File: src/rtl/sipo_deser_if.sv
`default_nettype none
// ============================================================================
//  Module      : sipo_deser_if
//  Description : Bundle of the serial input, flush, and parallel-output
//                handshake signals of the SIPO deserializer.
//                master : upstream bit source / downstream word consumer
//                slave  : the deserializer itself
//  Signals     : in, enable, flush, out_ready  (toward deserializer)
//                out[SIZE], out_valid, done, busy, overrun, parity_err
//                                             (from deserializer)
//  Revision    : 1.0  initial release
// ============================================================================
interface sipo_deser_if #(
    parameter int SIZE = 8
);
    logic            in;
    logic            enable;
    logic            flush;
    logic            out_ready;
    logic [SIZE-1:0] out;
    logic            out_valid;
    logic            done;
    logic            busy;
    logic            overrun;
    logic            parity_err;

    modport master (
        output in, enable, flush, out_ready,
        input  out, out_valid, done, busy, overrun, parity_err
    );

    modport slave (
        input  in, enable, flush, out_ready,
        output out, out_valid, done, busy, overrun, parity_err
    );
endinterface
`default_nettype wire

File: src/rtl/sipo_deser.sv
`default_nettype none
// ============================================================================
//  Module      : sipo_deser
//  Description : Serial-in parallel-out deserializer. Samples one bit per
//                enabled clock, assembles SIZE-bit words in LSB-first
//                (SHIFT_DIR=0) or MSB-first (SHIFT_DIR=1) order, and holds
//                each finished word behind a valid/ready handshake. An
//                overwrite of an unconsumed word pulses overrun.
//  Optional    : define SIPO_PARITY_EN to append one even-parity bit to each
//                frame; parity_err then reports a parity mismatch and holds
//                with out. Without it parity_err is tied low.
//  Ports       : clk        rising-edge clock
//                reset      synchronous active-high reset
//                bus        sipo_deser_if.slave (serial in, flush, output
//                           word handshake and status flags)
//  Revision    : 1.0  initial release
// ============================================================================
module sipo_deser #(
    parameter int SIZE      = 8,
    parameter int SHIFT_DIR = 0
) (
    input  logic           clk,
    input  logic           reset,
    sipo_deser_if.slave    bus
);

`ifdef SIPO_PARITY_EN
    localparam int FRAME = SIZE + 1;
`else
    localparam int FRAME = SIZE;
`endif
    localparam int             CW     = (FRAME > 1) ? $clog2(FRAME) : 1;
    localparam logic [CW-1:0]  c_LAST = CW'(FRAME - 1);

    logic [CW-1:0]   bit_count_q, bit_count_d;
    logic [SIZE-1:0] shreg_q,     shreg_d;
    logic [SIZE-1:0] out_q,       out_d;
    logic            out_valid_q, out_valid_d;
    logic            done_q,      done_d;
    logic            busy_q,      busy_d;
    logic            overrun_q,   overrun_d;

    logic [SIZE-1:0] w_shreg_ins;
    logic            w_last;
    logic            w_complete;

    // Shift register with the current serial bit dropped into its slot.
    // With parity the final frame position is the parity bit; its count
    // equals SIZE and matches no slot, so nothing is stored for it.
    always_comb begin
        w_shreg_ins = shreg_q;
        for (int k = 0; k < SIZE; k++) begin
            if (SHIFT_DIR == 0) begin
                if (int'(bit_count_q) == k) w_shreg_ins[k] = bus.in;
            end else begin
                if (int'(bit_count_q) == SIZE - 1 - k) w_shreg_ins[k] = bus.in;
            end
        end
    end

    assign w_last     = (bit_count_q == c_LAST);
    assign w_complete = bus.enable & ~bus.flush & w_last;

    always_comb begin
        bit_count_d = bit_count_q;
        shreg_d     = shreg_q;
        out_d       = out_q;
        out_valid_d = out_valid_q;
        busy_d      = busy_q;
        done_d      = 1'b0;
        overrun_d   = 1'b0;

        if (bus.flush) begin
            // Flush drops any bit presented in the same cycle.
            bit_count_d = '0;
            busy_d      = 1'b0;
            shreg_d     = '0;
        end else if (bus.enable) begin
            if (w_last) begin
                bit_count_d = '0;
                busy_d      = 1'b0;
                shreg_d     = '0;
                out_d       = w_shreg_ins;
                out_valid_d = 1'b1;
                done_d      = 1'b1;
                // Consumer taking the old word this same cycle avoids loss.
                overrun_d   = out_valid_q & ~bus.out_ready;
            end else begin
                shreg_d     = w_shreg_ins;
                bit_count_d = bit_count_q + CW'(1);
                busy_d      = 1'b1;
            end
        end

        if (!w_complete && out_valid_q && bus.out_ready) begin
            out_valid_d = 1'b0;
        end
    end

    always_ff @(posedge clk) begin
        if (reset) begin
            bit_count_q <= '0;
            shreg_q     <= '0;
            out_q       <= '0;
            out_valid_q <= 1'b0;
            done_q      <= 1'b0;
            busy_q      <= 1'b0;
            overrun_q   <= 1'b0;
        end else begin
            bit_count_q <= bit_count_d;
            shreg_q     <= shreg_d;
            out_q       <= out_d;
            out_valid_q <= out_valid_d;
            done_q      <= done_d;
            busy_q      <= busy_d;
            overrun_q   <= overrun_d;
        end
    end

`ifdef SIPO_PARITY_EN
    logic parity_err_q, parity_err_d;

    // At completion shreg_q already holds every data bit and bus.in is the
    // parity bit; even parity means the XOR of all of them is zero.
    always_comb begin
        parity_err_d = parity_err_q;
        if (w_complete) parity_err_d = (^shreg_q) ^ bus.in;
    end

    always_ff @(posedge clk) begin
        if (reset) parity_err_q <= 1'b0;
        else       parity_err_q <= parity_err_d;
    end

    assign bus.parity_err = parity_err_q;
`else
    assign bus.parity_err = 1'b0;
`endif

    assign bus.out       = out_q;
    assign bus.out_valid = out_valid_q;
    assign bus.done      = done_q;
    assign bus.busy      = busy_q;
    assign bus.overrun   = overrun_q;

endmodule
`default_nettype wire

File: src/flat_wrapper.sv
// flat-port wrapper written by rule: the top's interface ports become plain ports
module sipo_deser_flat 
#(
    parameter int SIZE      = 8,
    parameter int SHIFT_DIR = 0
)
  (clk, reset, bus_in, bus_enable, bus_flush, bus_out_ready, bus_out, bus_out_valid, bus_done, bus_busy, bus_overrun, bus_parity_err);
  sipo_deser_if #(.SIZE(SIZE)) bus_i ();
  input  logic clk;
  input  logic reset;
  input wire logic [$bits(bus_i.in)-1:0] bus_in;
  input wire logic [$bits(bus_i.enable)-1:0] bus_enable;
  input wire logic [$bits(bus_i.flush)-1:0] bus_flush;
  input wire logic [$bits(bus_i.out_ready)-1:0] bus_out_ready;
  output wire logic [$bits(bus_i.out)-1:0] bus_out;
  output wire logic [$bits(bus_i.out_valid)-1:0] bus_out_valid;
  output wire logic [$bits(bus_i.done)-1:0] bus_done;
  output wire logic [$bits(bus_i.busy)-1:0] bus_busy;
  output wire logic [$bits(bus_i.overrun)-1:0] bus_overrun;
  output wire logic [$bits(bus_i.parity_err)-1:0] bus_parity_err;
  assign bus_i.in = bus_in;
  assign bus_i.enable = bus_enable;
  assign bus_i.flush = bus_flush;
  assign bus_i.out_ready = bus_out_ready;
  assign bus_out = bus_i.out;
  assign bus_out_valid = bus_i.out_valid;
  assign bus_done = bus_i.done;
  assign bus_busy = bus_i.busy;
  assign bus_overrun = bus_i.overrun;
  assign bus_parity_err = bus_i.parity_err;
  sipo_deser #(.SIZE(SIZE), .SHIFT_DIR(SHIFT_DIR)) u_core (.clk(clk), .reset(reset), .bus(bus_i));
endmodule
File: config.mk
export PLATFORM = sky130hd
export DESIGN_NAME = sipo_deser_flat
export DESIGN_NICKNAME = d
export VERILOG_FILES = /design/src/rtl/sipo_deser_if.sv /design/src/rtl/sipo_deser.sv /design/src/flat_wrapper.sv
export SDC_FILE = /design/constraint.sdc
export NUM_CORES = 1
export LEC_CHECK = 0
export CAP_MARGIN = 0
export CORE_UTILIZATION = 53
export DETAILED_ROUTE_END_ITERATION = 8
export PLACE_DENSITY = 0.78
export RECOVER_POWER = 50
export REMOVE_ABC_BUFFERS = 1
export SETUP_SLACK_MARGIN = 0.5
export SLEW_MARGIN = 20
export SYNTH_ARGS = -nofsm -noshare
export SYNTH_HDL_FRONTEND = slang
export SYNTH_SLANG_ARGS = --single-unit
File: constraint.sdc
create_clock -name clk -period 3.2 [get_ports clk]
set_input_delay 0.64 -clock clk [delete_from_list [all_inputs] [get_ports clk]]
set_output_delay 0.64 -clock clk [all_outputs]
set_load 0.03 [all_outputs]
==> Word-level counts from Yosys, hierarchy flattened <==
Index checks and enable logic that the tools add are counted.
{ "op_classes": {"bitwise_logic": 7, "order_cmp": 0, "n_addsub": 1, "div_mod_pow": 0, "n_mul": 0, "n_reduce_logical": 9, "mux": 12, "n_eq_ne": 8, "n_shift": 0} }
{ "op_table": {"columns": ["op", "n"], "rows": [
  ["$eq A3 B3 Y1 const B", 5],
  ["$mux W1", 10],
  ["$mux W8", 1],
  ["$eq A3 B2 Y1 const B", 2],
  ["$not A1 Y1", 4],
  ["$reduce_or A2 Y1", 2],
  ["$reduce_or A4 Y1", 1],
  ["$add A3 B1 Y3 const B", 1],
  ["$and A1 B1 Y1", 3],
  ["$eq A3 B1 Y1 const B", 1],
  ["$logic_not A3 Y1", 1],
  ["$mux W3", 1],
  ["$reduce_and A3 Y1", 1],
  ["$reduce_or A3 Y1", 1],
  ["$logic_and A1 B1 Y1", 2],
  ["$logic_not A1 Y1", 1]
]} }
{ "totals": {"n_memories": 0, "inputBits": 6, "mem_bits_ro": 0, "latch_bits": 0, "ff_bits": 23, "out_inout_bits": 13, "ramBits": 0, "elab_cells": 44} }

==> Logic depth before layout (Yosys ltp) <==
Gate-level depths: netlist (run 1).
{ "logic_depth": {"depth_word": 7, "depth_mapped": 7, "depth_no_buf": 5} }

==> Least setup slack after synthesis (run 1) <==
OpenSTA, ideal clock, no wires.
{ "synth_path": {"path_kind": "input-to-reg", "startpoint": "in bus_enable", "endpoint": "reg u_core.out_q[1], in the netlist u_core.bus.out[1]", "slack_ns": 1.747, "path_stages": 6, "required_ns": 3.058, "n_path_buf": 3, "setup_time_ns": 0.142, "t_arrival_ns": 1.312, "cell_sequence": "buf_6 > and3b_1 > buf_6 > buf_12 > nor2_2 > a211oi_2"} }
{ "synth_via": {"elab_chain_len": 1} }
{ "synth_rtl": {"columns": ["item", "line", "source"], "rows": [
  ["from (decl)", "flat_wrapper.sv:12", "input wire logic [$bits(bus_i.enable)-1:0] bus_enable;"],
  ["$reduce_and A3 Y1 (no line)", null, null],
  ["to (signal assigned)", "sipo_deser.sv:112", "out_q <= out_d;"],
  ["to (decl)", "sipo_deser.sv:37", "logic [SIZE-1:0] out_q, out_d;"]
]} }
Every way passes these cells.
A chain may end at the register's enable or synchronous reset.

==> Worst setup path after layout (run 1) <==
{ "layout_path": {"startpoint": "in reset", "endpoint": "reg u_core.shreg_q[1]"} }
{ "layout_via": {"elab_chain_len": 1} }
{ "layout_rtl": {"columns": ["item", "line", "source"], "rows": [
  ["from (decl)", "flat_wrapper.sv:10", "input logic reset;"],
  ["$reduce_or A2 Y1 (no line)", null, null],
  ["to (signal assigned)", "sipo_deser.sv:111", "shreg_q <= shreg_d;"],
  ["to (decl)", "sipo_deser.sv:36", "logic [SIZE-1:0] shreg_q, shreg_d;"]
]} }
Every way passes these cells.

==> flow_metrics.env, run 1 <==
export IMPL_seq_power_share_pct=53.2
export IMPL_yosys_top_cells_count="dfxtp_1 (22), nor2_1 (12), mux2i_1 (8), a211oi_2 (7)"
export IMPL_worstMarginPinSlew_ns=0.709
export IMPL_grt_max_degree=16
export IMPL_vias=698
export IMPL_wl_per_cell_um=13.0
export IMPL_crit_end="u_core.shreg_q[1]"
export IMPL_yosys_warnings=0
export IMPL_finish_utilization_pct=69.1
export IMPL_syn_instance_count=96
export IMPL_cts_hold_buf=0
export IMPL_clk_path_buf_depth=2
export IMPL_drc=0
export IMPL_ys_top_cells_by_area="dfxtp_1 (44%), a211oi_2 (8.7%), mux2i_1 (8.0%), ha_1 (7.5%), o2bb2ai_1 (5.2%)"
export IMPL_status="finished clean"
export IMPL_fin_crit_ns=2.18
export IMPL_synth_fa_ha_area_share_pct=7.46
export IMPL_grt_pass1_wl_um=2820
export IMPL_arrival_ns=2.39
export IMPL_ir_worst_vdd_v=0.000241
export IMPL_port_buffers=17
export IMPL_grt_overflow_total=0
export IMPL_wirelength_um=1790
export IMPL_via_per_inst=5.09
export IMPL_hold_class="flop to flop"
export IMPL_setup_violations=0
export IMPL_cp_startpoint="reset"
export IMPL_ys_ff_latch=22
export IMPL_timing_worst_setup_path_type="input pin to flop"
export IMPL_r2r_setup_slack_ns=1.31
export IMPL_synth_edf_count=0
export IMPL_ys_async_sr_fraction_pct=0
export IMPL_rsz0062_at_grt="false"
export IMPL_nNetsFinal=125
export IMPL_cts_sinks=22
export IMPL_grt_total_usage_pct=19.5
export IMPL_ys_seq_area_share_pct=43.8
export IMPL_antenna_cells=0
export IMPL_slew_headroom_pct=52.8
export IMPL_netlist_area_sq_um=1010
export IMPL_crit_reg2reg_launch="u_core.bit_count_q[0]"
export IMPL_cap_violations=0
export IMPL_syn2layout_area_growth_pct=19.9
export IMPL_synth_main_ff_cell="dfxtp_1"
export IMPL_p_sw_share_pct=20.6
export IMPL_final_hold_violation_count=0
export IMPL_synth_compound_area_share_pct=18.9
export IMPL_r2r_worst_path_cells=5
export IMPL_clkPwrFrac_pct=40.6
export IMPL_endpoint_kind="flop"
export IMPL_fp_dieW_um=45.6
export IMPL_cts_tree="yes"
export IMPL_postRouteAntennaNets=0
export IMPL_synth_most_common_cell="dfxtp_1"
export IMPL_hpwlAfterDp_um=1260
export IMPL_max_freq_mhz=458
export IMPL_ioPinCount=19
export IMPL_clock_latency_ns=0.32
export IMPL_power_frac_comb_pct=6.2
export IMPL_holdWs_ns=0.478
export IMPL_die_h_um=45.6
export IMPL_synth_top_family_by_area="compound AO/OA/AOI/OAI gates"
export IMPL_setup_tns_final_ns=0
export IMPL_drt_pass1_iterations=4
export IMPL_p_per_area_nw_per_um2=435
export IMPL_p_leak_nw=0.462
export IMPL_antenna_found_initial=0
export IMPL_drv_slew=0
export IMPL_worstPathRequired_ns=3.41
export IMPL_core_area_sq_um=1750
export IMPL_yosys_area_share_simple_pct=14.7
export IMPL_finalCritPeriodShare_pct=68.2
export IMPL_reg2reg_to="u_core.bus.out[7]"
export IMPL_postCtsSetupRepairBufs=0
export IMPL_gp_congestion=0.829
export IMPL_die_area_sq_um=2080
export IMPL_initial_core_util_pct=57.6
export IMPL_clkTransAtPathRegs_ns=0.13
export IMPL_cts_resized_gates=0
export IMPL_synth_mux_area_share_pct=7.96
export IMPL_yosysTopAreaCell="dfxtp_1"
export IMPL_finClkSkew_ns=0.0130
export IMPL_ys_types=28
export IMPL_cts_htree_levels=1
export IMPL_drive_above_1_share_pct=13.4
export IMPL_synth_avg_cell_area_sq_um=10.5
export IMPL_cp_max_fo=13
export IMPL_numCtsBuffers=3
export IMPL_yosysTopAreaCellShare_pct=43.8
export IMPL_net_switching_power_w=0.000108
export IMPL_cts_root_buf="clkbuf_4"
export IMPL_grt_pass1_vias=629
export IMPL_drt_initial_drc_count=10
export IMPL_num_rows=15
export IMPL_synth_xor_area_share_pct=0
export IMPL_p_int_w=0.000417
export IMPL_cp_start_kind="input pin"
[stage by stage]
stage	cell area, sq um	instances	worst slack [ns]	total power (W)
floorplan	948	90	1.57	0.000301
global placement	1160	133	0.845	0.000318
detailed placement	1160	133	0.794	0.000319
CTS	1210	137	1.14	0.000532
global route	1210	137	0.918	0.000540
finish	1210	137	1.02	0.000524
[sequential cells by signal, summed over array words and instances, names as in the netlist]
name and flops:
u_core.bus.out_valid 1, u_core.shreg_q 7, u_core.bus.busy 1, u_core.bus.done 1, u_core.bus.overrun 1, u_core.bit_count_q 3, u_core.bus.out 8
[cell usage in the layout, fill, tap and decap left out, drive strengths merged]
cell / synthesis / final
clkdlybuf4s50: 0 / 12
a21oi: 2 / 2
ha: 6 / 6
nand2b: 1 / 1
nor2b: 4 / 4
o21ai: 1 / 1
nor3: 1 / 1
a211oi: 8 / 8
conb: 1 / 1
nand2: 5 / 5
mux2i: 8 / 8
clkbuf: 1 / 4
and3b: 1 / 1
o211a: 1 / 1
inv: 3 / 3
a32oi: 1 / 1
dlygate4sd3: 0 / 5
o2bb2ai: 6 / 6
dfxtp: 22 / 22
or2: 2 / 2
bufinv: 0 / 1
a2bb2oi: 1 / 1
and2b: 1 / 1
nor2: 15 / 15
[per-layer routing]
metal  GRT usage, %  routed length (um)  up-vias
li1               -                   -      366
met1           26.5                 887      315
met2           28.9                 793       12
met3           2.38                  58        5
met4           12.7                  46        0
met5              0                   0        -
[critical path, cell delays in order]
cell	delay, ns
dlygate4sd3_1	0.52
clkbuf_1	0.54
or2_0	0.35
nor2_1	0.18
o2bb2ai_1	0.16
[power groups by stage]
stage          sequential (W)  combinational (W)  clock [W]
2_1_floorplan        0.000285          0.0000157          0
3_3_place_gp         0.000285          0.0000333          0
3_5_place_dp         0.000285          0.0000336          0
4_1_cts              0.000279          0.0000341   0.000219
5_1_grt              0.000279          0.0000357   0.000225
6_report             0.000279          0.0000327   0.000213
[final cells by class]
class	count	area [sq um]
tap	25	31.3
multi-input combinational	65	497
sequential	22	440
inverter	3	11.3
clock inverter	1	30.0
fill	146	539
clock buffer	3	22.5
timing repair buffer	18	174
[cells by family (layout without fill, tap and decap cells)]
family / count (synthesis) / in the layout
adders and majority gates: 6 / 6
DFF: 22 / 22
buffers and inverters: 9 / 25
AOI/OAI and AO/OA: 20 / 20
muxes: 8 / 8
other: 1 / 1
and+or+nand+nor: 30 / 30
[worst min path at each step]
stage | from | to | cells after the start
finish | u_core.shreg_q[0] | u_core.shreg_q[0] | 1
global route | u_core.shreg_q[0] | u_core.shreg_q[0] | 1
CTS | u_core.shreg_q[2] | u_core.shreg_q[2] | 1
detailed placement | u_core.shreg_q[0] | u_core.shreg_q[0] | 1
global placement | u_core.shreg_q[5] | u_core.shreg_q[5] | 1
floorplan | u_core.shreg_q[0] | u_core.shreg_q[0] | 1
No activity file was read; power rests on OpenSTA's default activity.
==> inputs of run 2 (changes only) <==
--- a/config.mk
+++ b/config.mk
@@ -6,9 +6,9 @@
 export NUM_CORES = 1
 export LEC_CHECK = 0
 export CAP_MARGIN = 0
-export CORE_UTILIZATION = 53
+export CORE_UTILIZATION = 45
 export DETAILED_ROUTE_END_ITERATION = 8
-export PLACE_DENSITY = 0.78
+export PLACE_DENSITY = 0.7
 export RECOVER_POWER = 50
 export REMOVE_ABC_BUFFERS = 1
 export SETUP_SLACK_MARGIN = 0.5
==> constraint.sdc (replaced) <==
create_clock -name clk -period 1.84 [get_ports clk]
set_input_delay 0.368 -clock clk [delete_from_list [all_inputs] [get_ports clk]]
set_output_delay 0.368 -clock clk [all_outputs]
set_load 0.03 [all_outputs]
==> run 2 against run 1 <==
Combinational power up 100%. Clock skew down 0.0089 ns. Largest cell class unchanged. Global-route usage down 1.4 points. Sequential share of layout area down 1.4 points. Utilization down 6.9 points. Non-clock buffer count up 5. Register-to-register slack worse by 0.95 ns. Clock power up 23%. Wire length up 7.1%. Via count up 4.3%.
==> flow_metrics.env, run 2 (same netlist as run 1, synthesis figures left out) <==
export IMPL_p_sw_share_pct=22.8
export IMPL_status="finished clean"
export IMPL_grt_overflow_total=0
export IMPL_setup_tns_final_ns=0
export IMPL_max_freq_mhz=676
export IMPL_arrival_ns=1.69
export IMPL_seq_power_share_pct=59.6
export IMPL_crit_cells=6
export IMPL_crit_reg2reg_launch="u_core.bit_count_q[0]"
export IMPL_cp_cell_sequence="ha_1 > ha_4 > and3b_2 > buf_12 > mux2i_1 > nor2_1"
export IMPL_worst_slack_ns=0.360
export IMPL_gp_congestion=0.767
export IMPL_worstPathRequired_ns=2.05
export IMPL_cp_start_kind="flop"
export IMPL_cap_violations=0
export IMPL_cts_tree="yes"
export IMPL_fin_crit_ns=1.48
export IMPL_cp_num_buf_inv=1
export IMPL_largest_reg_flops=8
export IMPL_p_leak_nw=0.489
export IMPL_grt_total_usage_pct=18.1
export IMPL_dp_cells=137
export IMPL_dpl_cell_area_sq_um=1190
export IMPL_rsz0062_at_grt="true"
export IMPL_drt_initial_drc_count=2
export IMPL_clock_latency_ns=0.31
export IMPL_p_per_area_nw_per_um2=647
export IMPL_clkTransAtPathRegs_ns=0.12
export IMPL_grt_pass1_vias=698
export IMPL_drive_above_1_share_pct=27.4
export IMPL_wirelength_um=1910
export IMPL_drv_slew=0
export IMPL_grt_pass1_wl_um=3250
export IMPL_cp_max_fo=8
export IMPL_finClkSkew_ns=0.00409
export IMPL_cts_hold_buf=0
export IMPL_cp_startpoint="u_core.bit_count_q[0]"
export IMPL_layoutNonFillerInstCount=144
export IMPL_r2r_setup_slack_ns=0.36
export IMPL_drc=0
export IMPL_vias=728
export IMPL_nNetsFinal=130
export IMPL_cts_htree_levels=1
export IMPL_cts_sinks=22
export IMPL_numCtsBuffers=3
export IMPL_net_switching_power_w=0.000185
export IMPL_antenna_cells=0
export IMPL_hpwlAfterDp_um=1270
export IMPL_final_hold_violation_count=0
export IMPL_drt_pass1_iterations=2
export IMPL_slowest_stage="dfxtp_1"
export IMPL_cts_root_buf="clkbuf_4"
export IMPL_finalCritPeriodShare_pct=80.4
export IMPL_antenna_found_initial=0
export IMPL_via_per_inst=5.06
export IMPL_final_common_cell="dfxtp_1"
export IMPL_max_stage_delay_ns=0.39
export IMPL_design_area_sq_um=1260
export IMPL_clk_path_buf_depth=2
export IMPL_die_area_sq_um=2430
export IMPL_ioPinCount=19
export IMPL_die_h_um=49.3
export IMPL_num_rows=16
export IMPL_port_buffers=17
export IMPL_clkPwrFrac_pct=32.3
export IMPL_ir_worst_vdd_v=0.000462
export IMPL_postRouteAntennaNets=0
export IMPL_crit_family="flip-flops"
export IMPL_grt_max_degree=13
export IMPL_endpoint_kind="flop"
export IMPL_hold_class="input pin to flop"
export IMPL_r2r_worst_path_cells=6
export IMPL_wl_per_cell_um=13.3
export IMPL_dp_worst_setup_slack_ns=0.114
export IMPL_syn2layout_area_growth_pct=25.1
export IMPL_reg2reg_to="u_core.bus.out[7]"
export IMPL_power_frac_comb_pct=8.1
export IMPL_setup_violations=0
export IMPL_timing_worst_setup_path_type="flop to flop"
export IMPL_initial_core_util_pct=49.8
export IMPL_fp_dieW_um=49.3
export IMPL_p_int_w=0.000629
export IMPL_core_area_sq_um=2020
export IMPL_final_cell_mix="dfxtp_1 (21), clkbuf_1 (11), nor2_1 (10), mux2i_1 (8), a211oi_2 (7)"
export IMPL_crit_end="u_core.bus.out[7]"
==> run 2: how the worst min path moves through the flow <==
stage / endpoint / start / slack [ns] / depth (start not counted)
6_report: u_core.bit_count_q[2] / bus_enable / 0.40 / 2
2_1_floorplan: u_core.shreg_q[0] / u_core.shreg_q[0] / 0.43 / 1
5_1_grt: u_core.bit_count_q[2] / bus_enable / 0.43 / 2
3_3_place_gp: u_core.shreg_q[6] / u_core.shreg_q[6] / 0.44 / 1
4_1_cts: u_core.shreg_q[4] / u_core.shreg_q[4] / 0.48 / 1
3_5_place_dp: u_core.shreg_q[5] / u_core.shreg_q[5] / 0.45 / 1
==> run 2: power by group through the flow <==
stage / Sequential [W] / Combinational [W] / Clock (W)
after floorplan: 0.000496 / 0.0000272 / 0
after detailed placement: 0.000495 / 0.0000619 / 0
after CTS: 0.000485 / 0.0000630 / 0.000273
final: 0.000485 / 0.0000658 / 0.000263
after global placement: 0.000495 / 0.0000609 / 0
after global routing: 0.000487 / 0.0000721 / 0.000293
==> run 2: timing repair <==
| item | CTS | global route |
|---|---|---|
| resized for setup | 54 | 24 |
| endpoints found under the hold margin | 0 | 0 |
| gates cloned | 1 | 0 |
| buffers inserted | 2 | 0 |
| pin swaps | 6 | 2 |
| setup endpoints to repair | 30 | 24 |
==> run 2: per-stage QoR <==
stage	hold WS (ns)	total power, W	util, %
3_3_place_gp	0.444	0.000556	58.7
2_1_floorplan	0.432	0.000524	-
6_report	0.399	0.000814	62.3
5_1_grt	0.429	0.000852	62.3
4_1_cts	0.478	0.000822	64.4
3_5_place_dp	0.448	0.000557	58.7
==> run 2: layout make-up <==
cell class / instances / area (sq um)
repair buffers: 23 / 180
multi-input cells: 65 / 556
inverters: 3 / 11.3
flip-flops and latches: 22 / 442
clock buffers: 4 / 36.3
fillers: 179 / 763
well taps: 27 / 33.8
==> run 2: layer usage <==
metal  vias up  routed length, um  global-route usage, %
met2        10                851                   27.4
li1        372                  -                      -
met3         4                 48                   4.05
met4         0                 35                   10.3
met5         -                  0                      0
met1       342                978                   23.4
